## src/rtl/cache_port_arbiter.sv

```systemverilog
// Round-robin arbiter funnelling NPORT requester channels into one cache port.
// One transaction in flight at a time; the cache may stall it with miss_cache.
module cache_port_arbiter #(
    parameter int NPORT = 2,
    parameter int AW    = 32,
    parameter int DW    = 32
) (
    input  logic                clk,
    input  logic                rstn,
    input  logic [NPORT-1:0]    p_valid,
    input  logic [NPORT-1:0]    p_we,
    input  logic [NPORT*AW-1:0] p_addr,
    input  logic [NPORT*DW-1:0] p_wdata,
    output logic [NPORT-1:0]    p_ready,
    output logic [NPORT-1:0]    p_rvalid,
    output logic [DW-1:0]       p_rdata,
    output logic [AW-1:0]       addr_cache,
    output logic [DW-1:0]       wdata_cache,
    input  logic [DW-1:0]       rdata_cache,
    output logic                write_enable_cache,
    output logic                read_enable_cache,
    input  logic                miss_cache
);

    localparam int LGW = (NPORT > 1) ? $clog2(NPORT) : 1;

    typedef enum logic {IDLE, BUSY} state_t;

    state_t         state;
    state_t         state_nxt;
    logic [LGW-1:0] last_grant;
    logic [LGW-1:0] grant_idx;
    logic [LGW-1:0] idx_q;
    logic           grant_any;
    logic           we_q;
    logic           sel_we;
    logic [AW-1:0]  sel_addr;
    logic [DW-1:0]  sel_wdata;
    logic           done;

    assign done = (state == BUSY) && !miss_cache;

    // Search starts one past the last winner so every port gets a turn.
    always_comb begin
        grant_any = 1'b0;
        grant_idx = '0;
        for (int i = 1; i <= NPORT; i++) begin
            for (int k = 0; k < NPORT; k++) begin
                if (!grant_any && p_valid[k] &&
                    k == (int'(last_grant) + i) % NPORT) begin
                    grant_any = 1'b1;
                    grant_idx = LGW'(k);
                end
            end
        end
    end

    always_comb begin
        sel_we    = 1'b0;
        sel_addr  = '0;
        sel_wdata = '0;
        for (int k = 0; k < NPORT; k++) begin
            if (grant_idx == LGW'(k)) begin
                sel_we    = p_we[k];
                sel_addr  = p_addr[k*AW +: AW];
                sel_wdata = p_wdata[k*DW +: DW];
            end
        end
    end

    always_ff @(posedge clk or negedge rstn) begin
        if (!rstn) state <= IDLE;
        else       state <= state_nxt;
    end

    always_comb begin
        state_nxt = state;
        unique case (state)
            IDLE: if (grant_any) state_nxt = BUSY;
            BUSY: if (!miss_cache) state_nxt = IDLE;
        endcase
    end

    // Ready is gated by rstn so it drops the instant reset asserts.
    always_comb begin
        p_ready            = '0;
        write_enable_cache = 1'b0;
        read_enable_cache  = 1'b0;
        for (int k = 0; k < NPORT; k++) begin
            p_ready[k] = rstn && (state == IDLE) && grant_any &&
                         (grant_idx == LGW'(k));
        end
        if (state == BUSY) begin
            write_enable_cache = we_q;
            read_enable_cache  = ~we_q;
        end
    end

    always_ff @(posedge clk or negedge rstn) begin
        if (!rstn) begin
            last_grant  <= LGW'(NPORT - 1);
            idx_q       <= '0;
            we_q        <= 1'b0;
            addr_cache  <= '0;
            wdata_cache <= '0;
            p_rdata     <= '0;
            p_rvalid    <= '0;
        end else begin
            for (int k = 0; k < NPORT; k++) begin
                p_rvalid[k] <= done && (idx_q == LGW'(k));
            end
            if (state == IDLE && grant_any) begin
                last_grant  <= grant_idx;
                idx_q       <= grant_idx;
                we_q        <= sel_we;
                addr_cache  <= sel_addr;
                wdata_cache <= sel_wdata;
            end
            if (done && !we_q) p_rdata <= rdata_cache;
        end
    end

endmodule

```

## config.mk

```make
export PLATFORM = sky130hd
export DESIGN_NAME = cache_port_arbiter
export DESIGN_NICKNAME = d
export VERILOG_FILES = /design/src/rtl/cache_port_arbiter.sv
export SDC_FILE = /design/constraint.sdc
export NUM_CORES = 1
export LEC_CHECK = 0
export ABC_AREA = 1
export CAP_MARGIN = 10
export CORE_ASPECT_RATIO = 1.2
export CORE_MARGIN = 3
export CORE_UTILIZATION = 43
export DETAILED_ROUTE_END_ITERATION = 12
export GPL_TIMING_DRIVEN = 0
export PLACE_DENSITY = 0.86
export SLEW_MARGIN = 20
export SYNTH_ARGS = -nofsm -noshare
export SYNTH_HDL_FRONTEND = slang
export SYNTH_SLANG_ARGS = --single-unit
```

## constraint.sdc

```tcl
create_clock -name clk -period 3.95 [get_ports clk]
set_clock_uncertainty 0.2 [all_clocks]
set_input_delay 0.5925 -clock clk [delete_from_list [all_inputs] [get_ports clk]]
set_output_delay 0.5925 -clock clk [all_outputs]
set_load 0.01 [all_outputs]
```

# [Yosys cells after proc, flatten, opt, wreduce, memory -nomap -nowiden]
# Index checks and enable logic that the tools add are counted.
[totals] reg_bits=102 out_inout_bits=102 input_bits=167
[op_classes] reduce_logical=23 addsub=2 bitwise=6 mux=15 n_eq_ne=2
[op_table] op="$logic_not A32 Y1" count=2
[op_table] op="$mux W32" count=2
[op_table] op="$logic_and A1 B1 Y1" count=16
[op_table] op="$mux W1" count=12
[op_table] op="$logic_not A1 Y1" count=5
[op_table] op="$eq A2 B2 Y1 const A" count=2
[op_table] op="$not A1 Y1" count=4
[op_table] op="$add A1 B1 Y1 const B" count=2
[op_table] op="$and A1 B1 Y1 const A" count=2
[op_table] op="$pmux W1 S2" count=1

# [Logic depth before layout (Yosys ltp)]
# Gate-level depths: netlist of run 1.
[depth] depth_word=19 depth_mapped=7

# [Worst setup path before layout of run 1]
# No wires, ideal clock.
[synth_timing] path_type="input -> output" from="input p_valid[0]" to="output p_ready[0]" n_path_buf=1 required_ns=3.157 stages=5 path_slack_ns=1.972 arrival_time_ns=1.185 path_cell_list="nand2_1 -> nand2_1 -> buf_4 -> inv_1 -> nor3_1"
[synth_between] elab_chain_cells=16 elab_cells_between_ends=20
[synth_lines] element="start, declared" line_no="10" text="input logic [NPORT-1:0] p_valid,"
[synth_lines] element="$logic_and A1 B1 Y1" line_no="49" text="if (!grant_any && p_valid[k] &&"
[synth_lines] element="$mux W1" line_no="49"
[synth_lines] element="$logic_not A1 Y1" line_no="49"
[synth_lines] element="$logic_and A1 B1 Y1 (2 in a row)" line_no="49"
[synth_lines] element="$mux W1" line_no="49"
[synth_lines] element="$logic_not A1 Y1" line_no="49"
[synth_lines] element="$logic_and A1 B1 Y1 (2 in a row)" line_no="49"
[synth_lines] element="$mux W1" line_no="49"
[synth_lines] element="$logic_not A1 Y1" line_no="49"
[synth_lines] element="$logic_and A1 B1 Y1 (2 in a row)" line_no="49"
[synth_lines] element="$mux W1" line_no="49"
[synth_lines] element="$logic_and A1 B1 Y1 / $not A1 Y1 (equally long branches)" line_no="90, 91"
[synth_lines] element="$logic_and A1 B1 Y1 *" line_no="90" text="p_ready[k] = rstn && (state == IDLE) && grant_any &&"
[synth_lines] element="end, declared" line_no="14" text="output logic [NPORT-1:0] p_ready,"
# Every way passes the cells marked *; elsewhere a longest branch is shown, timed or not.

# [Worst setup path in the final report of run 1]
[layout_timing] from="input rstn" to="output p_ready[0]"
[layout_between] elab_chain_cells=3
[layout_lines] element="start, declared" line_no="9" text="input logic rstn,"
[layout_lines] element="$logic_and A1 B1 Y1 (3 in a row)" line_no="90"
# Every way passes these cells.

==> summary.txt, run 1 <==
Outcome = finished, final reports clean
Worst hold path class = reg2reg
Period utilization = 84.0%
Pwr Total = 0.00480 W
Worst R2R Start = state$_DFF_PN0_
Antenna violations before repair = 0
DRC viols = 0
Fin area = 8350 µm²
Worst-Margin Slew = 0.551 ns
Die Footprint = 13300 µm²
Most frequent cells in the layout = nand2_1 (267), clkdlybuf4s50_1 (267), nand3_1 (162)
Cell variety after synth = 15
Initial Utilization = 44.3%
Die Wd = 106 µm
# IOs = 269
Endpoint type of the worst setup path = output pin
Pre-CTS setup slack = 0.725 ns
Avg Inst Size Synth = 7.14 µm²
Layout Nets = 1169
Largest net degree at the start of global routing = 56
Critical-path maximum fanout = 49
Arrival time at the worst endpoint = 2.52 ns
Sw frac = 35.0%
Hold Crit Start = idx_q$_DFFE_PN0P_
Aggregate routed wire length = 16400 µm
Crit path launch type = primary input
Max Slew Vio Count = 0
Critical Path RT = 3.16 ns
CTS root buf = clkbuf_16
Final WS setup = 0.634 ns
Int Power = 0.00312 W
Die H = 126 µm
Final ANT Viol Nets = 0
P&R area growth vs syn = 62.2%
CTS clock-pin slew for the worst setup and hold paths = 0.07 ns
PwrDens = 575 nW/µm²
CP Cell Sequence = dlygate4sd3_1 > buf_6 > inv_1 > nor3_1 > clkdlybuf4s50_1
Hold-fix buffers, CTS = 1
Hold Violations, Final = 0
Mapped Area = 5150 µm²
Routed vias = 5485
Fill cells = 928
Seq cells post-synth = 102
Comb pwr share = 46.6%
Num CTS Buffers = 9
Number of global-route vias before repair = 5194
Slowest CP cell = clkdlybuf4s50_1
GR Util All Layers = 24.5%
Worst IR Drop VDD = 0.000246 V
Ant diodes = 0
Final setup vio count = 0
Syn Inst Count = 721
Gpl congestion = 0.884
Worst setup path startpoint = rstn
Pre-antenna DRT Iters = 6
Total gr overflow = 0
Area post-placement = 8060 µm²
Clock Sink Count = 102
Drt wl/cell = 14.1 µm
CP peak stage delay = 0.64 ns
Max_cap viols = 0
Slew Limit Headroom = 63.2%
Seq/Total Area, Yosys = 49.6%
Post-synthesis net count = 888
Hpwl dp = 12900 µm
Post CTS Setup Buffer Count = 0
Crit-path leading delay family = buffers and inverters
Clk pwr share = 17.4%
First-pass GRT wire length = 26000 µm
Min Clock Period, post-route = 3.32 ns
Max H-tree Level = 3
Synthesis warning total = 0
Unrepaired setup endpoints after global routing = false
FP Rows = 43
Core area = 11600 µm²
Maximum clock insertion buffer count = 2
CP Class = in2out
Part of the power in registers = 36.1%
Number of buffers and inverters on the critical path = 4
Clk_lat worst skew = 0.33 ns
Leakage = 4.43 nW
Post_cts resized = 0
Port Buf Inserts = 268
Vias per cell = 4.72
TritonCTS clock tree = done
Share of cells above drive strength 1 = 5.37%
P_sw = 0.00168 W
FMAX = 0.302 GHz
Initial drt markers = 249
## power groups by stage
| stage | Sequential (W) | Clock [W] | Combinational (W) |
|---|---|---|---|
| finish | 0.00173 | 0.000834 | 0.00223 |
| detailed placement | 0.00174 | 0 | 0.00225 |
| global placement | 0.00172 | 0 | 0.00219 |
| CTS | 0.00172 | 0.000856 | 0.00225 |
| floorplan | 0.00193 | 0 | 0.000706 |
| global route | 0.00178 | 0.000887 | 0.00244 |
## stage by stage
step	utilization (%)	TNS [ns]	cells	hold WS [ns]
finish	71.8	0	1163	0.227
global route	71.8	0	1163	0.247
CTS	71.8	0	1163	0.223
detailed placement	69.3	0	1147	0.214
global placement	69.1	-188.04	1146	0.206
floorplan	-	0	721	0.0969
## layout make-up
type                       count  area, µm²  area share, %
buffer                        44        221           2.65
multi-input combinational    439       1860           22.3
clock inverter                 4       30.0          0.360
sequential                   102       2550           30.6
tap                          157        196           2.35
timing repair buffer         270       2720           32.6
clock buffer                  11        253           3.03
inverter                     136        510           6.12
## worst reg2reg max path, cell delays in order, from the launching register on
cell and delay, ns:
dfrtp_1 0.44, inv_2 0.09, nor2_2 0.30, nand2_1 0.22
buf_2 0.25, nand2_1 0.08, nand2_1 0.05
## cells by family (layout without fill, tap and decap cells)
group,after synthesis,count (layout),share of synthesized area [%]
and+or+nand+nor,436,436,35.8
buffers and inverters,180,465,14.2
AOI/OAI and AO/OA,3,3,0.365
DFF,102,102,49.6
## cell usage after synthesis
cell type	n	area share [%]
dfrtp_1	101	49
inv_2	1	0.073
inv_1	134	9.8
nand2_1	267	19
clkinv_1	1	0.073
clkbuf_1	11	0.80
o21ai_0	2	0.19
buf_4	6	0.87
nor3_1	1	0.097
nand3_1	162	16
nor2_1	5	0.36
buf_2	27	2.6
o21ai_2	1	0.17
nor2_2	1	0.12
dfstp_2	1	0.51
## sequential cells by signal, summed over array words and instances (netlist names)
register and cells:
addr_cache 32, p_rdata 32, state 1, wdata_cache 32, we_q 1, idx_q 1
p_rvalid 2, last_grant 1
## worst paths after layout
path	end	depth (start not counted)	slack, ns
worst min-delay path	p_rvalid[0]$_DFF_PN0_	1	0.23
worst min register to register	p_rvalid[0]$_DFF_PN0_	1	0.23
min in group asynchronous	p_rdata[30]$_DFFE_PN0P_	2	0.56
max in group asynchronous	last_grant$_DFFE_PN1P_	3	2.31
worst max register to register	p_rdata[18]$_DFFE_PN0P_	6	2.20
worst max-delay path	p_ready[0]	5	0.63
## metal layers
metal | up-vias | global-route usage [%] | part of all wire [%]
met5 | - | 0 | 0
met4 | 0 | 9.53 | 3.4
met3 | 43 | 6.66 | 8.8
met2 | 237 | 43.4 | 49
met1 | 2477 | 28.0 | 38
li1 | 2728 | - | -
No activity file was read; power rests on OpenSTA's default activity.
==> inputs of run 2 (changes only) <==
--- a/config.mk
+++ b/config.mk
@@ -9,10 +9,10 @@
 export CAP_MARGIN = 10
 export CORE_ASPECT_RATIO = 1.2
 export CORE_MARGIN = 3
-export CORE_UTILIZATION = 43
+export CORE_UTILIZATION = 40
 export DETAILED_ROUTE_END_ITERATION = 12
 export GPL_TIMING_DRIVEN = 0
-export PLACE_DENSITY = 0.86
+export PLACE_DENSITY = 0.81
 export SLEW_MARGIN = 20
 export SYNTH_ARGS = -nofsm -noshare
 export SYNTH_HDL_FRONTEND = slang
==> constraint.sdc (replaced) <==
create_clock -name clk -period 3.4 [get_ports clk]
set_clock_uncertainty 0.2 [all_clocks]
set_input_delay 0.51 -clock clk [delete_from_list [all_inputs] [get_ports clk]]
set_output_delay 0.51 -clock clk [all_outputs]
set_load 0.01 [all_outputs]
==> run 2 against run 1 <==
First-iteration DRC count grew 22%; wire length increased by 0.27%; die area grew 7.1%; largest cell class unchanged.
==> summary.txt, run 2 (synthesized netlist as in run 1, its figures left out) <==
Comb pwr share = 45.2% (-1.4 points)
PwrDens = 675 nW/µm² (+17%)
TritonCTS clock tree = done
Clk pwr share = 19.5% (+2.1 points)
Clk_lat worst skew = 0.34 ns (about the same)
Clock Sink Count = 102 (unchanged)
Max_cap viols = 0 (unchanged)
Initial Utilization = 41.7% (-2.6 points)
Leakage = 4.46 nW (+0.60%)
Worst hold path class = reg2reg
Largest net degree at the start of global routing = 56 (unchanged)
Critical Path RT = 2.69 ns (-0.47 ns)
Slew Limit Headroom = 63.7% (+0.43 points)
Layout Nets = 1170 (+0.086%)
Post CTS Setup Buffer Count = 0 (unchanged)
Max Slew Vio Count = 0 (unchanged)
Number of global-route vias before repair = 5049 (-2.8%)
Outcome = finished, final reports clean
Hold Violations, Final = 0 (unchanged)
Port Buf Inserts = 268 (unchanged)
Die Footprint = 14300 µm² (+7.1%)
Vias per cell = 4.63 (-1.9%)
Pre-CTS setup slack = 0.409 ns (-0.315 ns)
Num CTS Buffers = 9 (unchanged)
Arrival time at the worst endpoint = 2.35 ns (-0.17 ns)
Routed vias = 5410 (-1.4%)
Initial drt markers = 303 (+22%)
CP Cell Sequence = dlygate4sd3_1 > buf_6 > buf_16 > inv_1 > nor3_1 > clkdlybuf4s50_1
Aggregate routed wire length = 16400 µm (+0.27%)
Placed insts = 1151 (+0.35%)
Share of cells above drive strength 1 = 5.56% (+0.19 points)
Top flop regs = addr_cache (32), p_rdata (32), wdata_cache (32)
Post_cts resized = 0 (unchanged)
Final WS setup = 0.336 ns (-0.298 ns)
Sw frac = 34.2% (-0.77 points)
Pre-antenna DRT Iters = 4 (-2)
Core area = 12300 µm² (+6.1%)
Period utilization = 90.1%
FP Rows = 44 (+2.3%)
Min Clock Period, post-route = 3.06 ns
Final setup TNS = 0 ns (unchanged)
Worst IR Drop VDD = 0.000383 V (+56%)
Total gr overflow = 0 (unchanged)
First-pass GRT wire length = 25400 µm (-2.5%)
Ant diodes = 0 (unchanged)
Worst-Margin Slew = 0.545 ns (-0.00645 ns)
Maximum clock insertion buffer count = 2 (unchanged)
Final ANT Viol Nets = 0 (unchanged)
CTS clock-pin slew for the worst setup and hold paths = 0.07 ns (about the same)
CTS root buf = clkbuf_16
Pwr Total = 0.00568 W (+18%)
FMAX = 0.326 GHz
Drt wl/cell = 14.1 µm (-0.24%)
# IOs = 269 (unchanged)
Part of the power in registers = 35.2% (-0.9 points)
Critical-path maximum fanout = 48 (-2.0%)
Endpoint type of the worst setup path = output pin
Crit path launch type = primary input
Core Util, Final = 68.3% (-3.6 points)
Slowest CP cell = clkdlybuf4s50_1
Final non-filler cell total = 1169 (+0.52%)
DRC viols = 0 (unchanged)
Int Power = 0.00374 W (+20%)
Die Wd = 110 µm (+3.5%)
P_sw = 0.00195 W (+16%)
Gpl congestion = 0.855 (-3.3%)
CP Class = in2out
Hpwl dp = 12600 µm (-2.0%)
Unrepaired setup endpoints after global routing = false
Antenna violations before repair = 0 (unchanged)
CP peak stage delay = 0.60 ns (-0.04 ns)
Most frequent cells in the layout = nand2_1 (267), clkdlybuf4s50_1 (267), nand3_1 (162)
P&R area growth vs syn = 63.6%
Die H = 130 µm (+3.5%)
Final setup vio count = 0 (unchanged)
GR Util All Layers = 22.7% (-1.7 points)
Max H-tree Level = 3 (unchanged)
[run 2: area by class of cell]
class	count	area, µm²
Buffer	44	221
Clock buffer	9	225
Clock inverter	7	97.6
Fill cell	1076	3910
Inverter	136	510
Multi-Input combinational cell	439	1860
Sequential cell	102	2550
Tap cell	161	201
Timing Repair Buffer	271	2750
[run 2: worst paths after layout]
| path | from | endpoint | slack [ns] | depth (start not counted) |
|---|---|---|---|---|
| hold / removal | idx_q$_DFFE_PN0P_ | p_rvalid[0]$_DFF_PN0_ | 0.23 | 1 |
| hold reg to reg | idx_q$_DFFE_PN0P_ | p_rvalid[0]$_DFF_PN0_ | 0.23 | 1 |
| max in group asynchronous | rstn | last_grant$_DFFE_PN1P_ | 2.21 | 3 |
| setup / recovery | rstn | p_ready[0] | 0.34 | 6 |
| min in group asynchronous | rstn | p_rdata[25]$_DFFE_PN0P_ | 0.51 | 3 |
| setup reg to reg | state$_DFF_PN0_ | p_rdata[30]$_DFFE_PN0P_ | 1.69 | 6 |
[run 2: power groups by stage]
| stage | clock network, W | registers (W) | logic, W |
|---|---|---|---|
| floorplan | 0 | 0.00224 | 0.000821 |
| global placement | 0 | 0.00201 | 0.00256 |
| detailed placement | 0 | 0.00201 | 0.00260 |
| CTS | 0.00113 | 0.00201 | 0.00261 |
| global route | 0.00118 | 0.00206 | 0.00283 |
| finish | 0.00111 | 0.00200 | 0.00257 |
[run 2: per-stage QoR]
stage          instance area [µm²]  hold WS [ns]
5_1_grt                       8420         0.249
2_1_floorplan                 5150        0.0144
3_3_place_gp                  8030         0.210
3_5_place_dp                  8060         0.212
6_report                      8420         0.228
4_1_cts                       8420         0.225
[run 2: timing repair]
| action | in CTS | in global routing |
|---|---|---|
| endpoints found under the setup margin | 0 | 0 |
| hold buffers | 2 | 0 |
| hold endpoints to repair | 55 | 0 |
[run 2: metal layers]
layer	wire, µm	global-route usage, %
met3	1620	7.47
met2	8060	39.4
met4	466	9.02
met5	0	0
met1	6280	25.7
[run 2: worst max-delay path, delay by kind of cell]
kind                   cells  cell delay, ns
buffers and inverters      5            1.60
and+or+nand+nor            1            0.21
